[config.mk]
export PLATFORM = sky130hd
export DESIGN_NAME = fetch_unit
export DESIGN_NICKNAME = d
export VERILOG_FILES = /design/src/rtl/fetch_unit.sv
export SDC_FILE = /design/constraint.sdc
export NUM_CORES = 1
export LEC_CHECK = 0
export BUFFER_PORTS_ARGS = -buffer_cell sky130_fd_sc_hd__buf_2
export CAP_MARGIN = 30
export CORE_ASPECT_RATIO = 1.5
export CORE_UTILIZATION = 56
export DETAILED_ROUTE_END_ITERATION = 16
export MAX_ROUTING_LAYER = met4
export PLACE_DENSITY = 0.88
export SLEW_MARGIN = 25
export SYNTH_ARGS = -nofsm -noshare
export SYNTH_HDL_FRONTEND = slang
export SYNTH_SLANG_ARGS = --single-unit
[constraint.sdc]
create_clock -name clk -period 10.45 [get_ports clk]
set_input_delay 0.5225 -clock clk [delete_from_list [all_inputs] [get_ports clk]]
set_output_delay 0.5225 -clock clk [all_outputs]
set_load 0.05 [all_outputs]
[src/rtl/fetch_unit.sv]
// Instruction-fetch and PC-sequencing stage: fetches over a req/ack handshake and
// selects the next PC from the control unit's decisions when EXEC retires.
module fetch_unit #(
    parameter logic [31:0] RESET_PC = 32'h0040_0000
) (
    input  logic        clk,
    input  logic        rst_n,
    output logic [31:0] imem_addr,
    output logic        imem_req,
    input  logic        imem_ack,
    input  logic [31:0] imem_rdata,
    output logic [31:0] instr,
    output logic [5:0]  opc,
    output logic [5:0]  func,
    output logic        instr_valid,
    output logic [31:0] pc,
    output logic [31:0] pc_plus4,
    input  logic        isJmp,
    input  logic        isBeq,
    input  logic        isBne,
    input  logic        invOpcode,
    input  logic        aluZero,
    input  logic        exec_hold,
    output logic        halted
);

    typedef enum logic [1:0] {StReset, StFetch, StExec, StTrap} fetchStateT;

    fetchStateT  stateQ, stateD;
    logic [31:0] pcQ, pcD;
    logic [31:0] instrQ, instrD;
    logic [31:0] pcPlus4, jmpTarget, brTarget, nextPc;
    logic        brTaken;

    // Next-PC candidates; invOpcode is handled by the FSM (PC simply holds).
    always_comb begin
        pcPlus4   = pcQ + 32'd4;
        jmpTarget = {pcPlus4[31:28], instrQ[25:0], 2'b00};
        brTarget  = pcPlus4 + {{14{instrQ[15]}}, instrQ[15:0], 2'b00};
        brTaken   = (isBeq & aluZero) | (isBne & ~aluZero);
        if (isJmp) begin
            nextPc = jmpTarget;
        end else if (brTaken) begin
            nextPc = brTarget;
        end else begin
            nextPc = pcPlus4;
        end
    end

    always_comb begin
        stateD = stateQ;
        pcD    = pcQ;
        instrD = instrQ;
        unique case (stateQ)
            StReset: stateD = StFetch;
            StFetch: begin
                if (imem_ack) begin
                    instrD = imem_rdata;
                    stateD = StExec;
                end
            end
            StExec: begin
                if (!exec_hold) begin
                    if (invOpcode) begin
                        stateD = StTrap;
                    end else begin
                        pcD    = nextPc;
                        stateD = StFetch;
                    end
                end
            end
            StTrap: stateD = StTrap;
            default: stateD = StReset;
        endcase
    end

    always_ff @(posedge clk or negedge rst_n) begin
        if (!rst_n) begin
            stateQ <= StReset;
            pcQ    <= RESET_PC;
            instrQ <= 32'd0;
        end else begin
            stateQ <= stateD;
            pcQ    <= pcD;
            instrQ <= instrD;
        end
    end

    // Handshake/status outputs come straight from the state register.
    assign imem_req    = (stateQ == StFetch);
    assign instr_valid = (stateQ == StExec);
    assign halted      = (stateQ == StTrap);
    assign imem_addr   = pcQ;
    assign pc          = pcQ;
    assign pc_plus4    = pcPlus4;
    assign instr       = instrQ;
    assign opc         = instrQ[31:26];
    assign func        = instrQ[5:0];

endmodule

==> results.py <==
metrics = {
    "logic_synthesis": {
        "synth_top_area_frac": 0.295,
        "ys_seq_elements": 64,
        "synthMuxAreaShare": 0.0774,
        "synth_top_family_by_area": "compound AO/OA/AOI/OAI gates",
        "synth_xor_area_frac": 0.0837,
        "synth_area_leaders": "dfrtp_1, ha_1, mux2_2",
        "ys_async_sr_fraction": 1.00,
        "synth_adder_area_share": 0.0881,
        "yosys.area_share.simple": 0.158,
        "synth-seq-area-share": 0.300,
        "yosysTopAreaCell": "dfrtp_1",
        "avgSynthCellArea_sq_um": 8.78,
        "syn_area_sq_um": 5340,
        "synth_cells": 608,
        "synth_edf_count": 0,
        "synth_compound_area_frac": 0.198,
        "synthDistinctLibCells": 66,
        "synth_flop_cell": "dfrtp_1",
        "yosys_warnings": 0,
    },
    "setup_path": {
        "worst_ep_required_time_ps": 10700,
        "cp_slowest_cell": "nor2_1",
        "cp-start-kind": "flip-flop",
        "cp_common_cell": "a21o_1",
        "cp_data_arrival_time_ps": 4490,
        "cp_max_fo": 8,
        "path_class": "flip-flop to flip-flop",
        "worstPathCellList": "ha_1 -> nand3_1 -> nor2_1 -> and3_1 -> nand4_1 -> xnor2_1 -> ha_1 -> a21o_1 -> a21o_1 -> a21o_1 -> o21a_4 -> o21bai_1 -> a21oi_1 -> mux2_1 -> a22oi_1",
        "critical-path-max-stage-delay_ps": 510,
        "end_kind": "flip-flop",
    },
    "cts": {
        "clk_pin_slew_ps": 60,
        "post_cts_buffers": 0,
        "numCtsBuffers": 9,
        "clk_latency_ps": 330,
        "ctsHoldBuffers": 0,
        "cts.path.max_buffers": 2,
        "clock-sinks": 64,
        "cts.htree.levels": 3,
        "clk_root_buffer_cell": "clkbuf_16",
        "cts_tree": "yes",
        "cts-resized-gates": 0,
    },
    "timing": {
        "slew_violations": 0,
        "fin_crit_ps": 4240,
        "relSlewSlack": 0.357,
        "rsz0062_at_grt": "false",
        "hold_violations": 0,
        "timing.fmax_ghz": 0.236,
        "finClkSkew_ps": 4.87,
        "worstMarginPinSlew_ps": 961,
        "hold_ws_ps": 382,
        "period_share": 0.405,
        "tns_ps": 0,
        "finalSetupViolCount": 0,
    },
    "finish": {
        "nNetsFinal": 812,
        "layout_commonest_cell": "buf_2",
        "fillerInstances": 746,
        "final_cell_mix": "buf_2, nand2_1, dfrtp_1",
        "regArea_sq_um": 1600,
        "finish.instance_area_sq_um": 6300,
        "drive_above_1_share": 0.338,
        "syn_to_final_growth_pct": 18.0,
        "final_cells": 851,
        "antenna_cells": 0,
        "multi_input_area_sq_um": 3260,
    },
    "grt": {
        "grt_max_degree": 65,
        "grt_use_total": 0.349,
        "grt_pass1_vias": 5052,
        "grt_overflow_total": 0,
        "grt_pass1_wl_mm": 25.3,
        "antenna_found_initial": 0,
    },
    "detailed_routing": {
        "vias": 5283,
        "via_per_inst": 6.21,
        "drt-total-wl_mm": 16.7,
        "drt-pass1-iter-count": 5,
        "drt_iter0_markers": 372,
        "ant_nets": 0,
        "wl_per_cell_um": 19.6,
        "drc": 0,
    },
    "floorplan": {
        "die_x_um": 81.7,
        "fp.coreArea_sq_um": 9250,
        "die-area_sq_um": 9930,
        "ioPinCount": 184,
        "fp-row-count": 43,
        "die_height_um": 122,
        "start_util": 0.577,
    },
    "placement": {
        "finalWeightedCongestion": 0.969,
        "place_inst": 835,
        "placed_area_sq_um": 5970,
        "dp_hpwl_mm": 12.0,
        "port_buffers": 177,
    },
    "flow_run": {
        "maxCapViolations": 0,
    },
    "pwr": {
        "peakVddDrop_mv": 0.284,
        "p_per_area_nw_per_um2": 387,
        "p_leak_nw": 3.27,
    },
    "hold_path": {
        "hold_class": "input pin to asynchronous set/reset pin",
    },
    "outcome": {
        "status": "complete, no violations",
    },
}
## per-stage QoR
step	setup slack (ps)	utilization	total power, mW
global route	6030	0.681	2.56
finish	6210	0.681	2.44
global placement	6350	0.645	2.05
floorplan	5750	-	1.78
detailed placement	6340	0.645	2.08
CTS	6300	0.681	2.43
## where the power goes
part           leakage, nW  internal, mW  total [mW]  switching [mW]
logic                 2.32         0.459        1.64            1.18
registers            0.793         0.335       0.460           0.125
clock network        0.158         0.212       0.339           0.127
## cell usage after synthesis, types with 2 or more instances
| library cell | number |
|---|---|
| mux2_2 | 33 |
| nor2b_1 | 2 |
| o21ai_0 | 32 |
| a22oi_1 | 3 |
| nor2_1 | 43 |
| clkbuf_1 | 20 |
| dfrtp_1 | 63 |
| o221ai_1 | 3 |
| mux2i_1 | 3 |
| buf_2 | 4 |
| nand3b_1 | 2 |
| a21o_1 | 17 |
| and2_1 | 2 |
| nand3_1 | 15 |
| a21oi_1 | 39 |
| and3_1 | 8 |
| inv_1 | 12 |
| a221o_1 | 2 |
| o22ai_1 | 2 |
| buf_4 | 48 |
| o31ai_1 | 5 |
| o21ai_1 | 3 |
| a211oi_1 | 5 |
| nand2_1 | 71 |
| o211ai_1 | 4 |
| o211a_1 | 2 |
| o21a_1 | 2 |
| a31oi_1 | 8 |
| xnor2_1 | 30 |
| xor2_1 | 21 |
| o21bai_1 | 3 |
| and3_2 | 2 |
| nand4_1 | 16 |
| or3_1 | 4 |
| and4_1 | 3 |
| ha_1 | 36 |
| a221oi_1 | 3 |
| nor3_1 | 7 |
| a31o_2 | 3 |
## cell type report
cell class                      instances  area share
Multi-Input combinational cell        465       0.517
Sequential cell                        64       0.254
Clock buffer                            9      0.0358
Inverter                               12     0.00715
Tap cell                              112      0.0222
Timing Repair Buffer                  182       0.147
Clock inverter                          7      0.0167
## flip-flops by register name (all words and copies together), names as in the netlist
name and flops:
stateQ 2, imem_addr 30, instr 32
## kinds of logic after synthesis
logic type      Yosys count
flops                    64
fa+ha+maj                37
buf+inv                  84
xor+xnor                 51
simple gates            180
compound gates          154
mux                      37
other cells               1
## path summary, 6_finish.rpt
path,start,slack [ps],to,depth (start not counted)
hold / removal,rst_n,380,imem_addr[29],2
setup reg to reg,imem_addr[2],6210,imem_addr[29],15
max in group asynchronous,rst_n,9520,instr[31],2
hold reg to reg,instr[18],520,instr[18],1
min in group clk,imem_rdata[4],420,instr[4],2
setup / recovery,imem_addr[2],6210,imem_addr[29],15
## critical path, delay by kind of cell (launching register included)
| kind | cells | cell delay, ps |
|---|---|---|
| AND/OR/NAND/NOR | 4 | 1100 |
| multiplexers | 1 | 320 |
| adder cells (fa/ha/maj) | 2 | 690 |
| flip-flops | 1 | 450 |
| AO/OA/AOI/OAI | 7 | 1230 |
| XOR/XNOR | 1 | 360 |
## per-layer routing
layer	GRT usage	part of all wire	routed length (um)
met5	-	0	0
met4	0.213	0.055	922
met3	0.0719	0.072	1210
met2	0.587	0.52	8600
met1	0.368	0.36	5930
(Power assumes the default switching activity.)
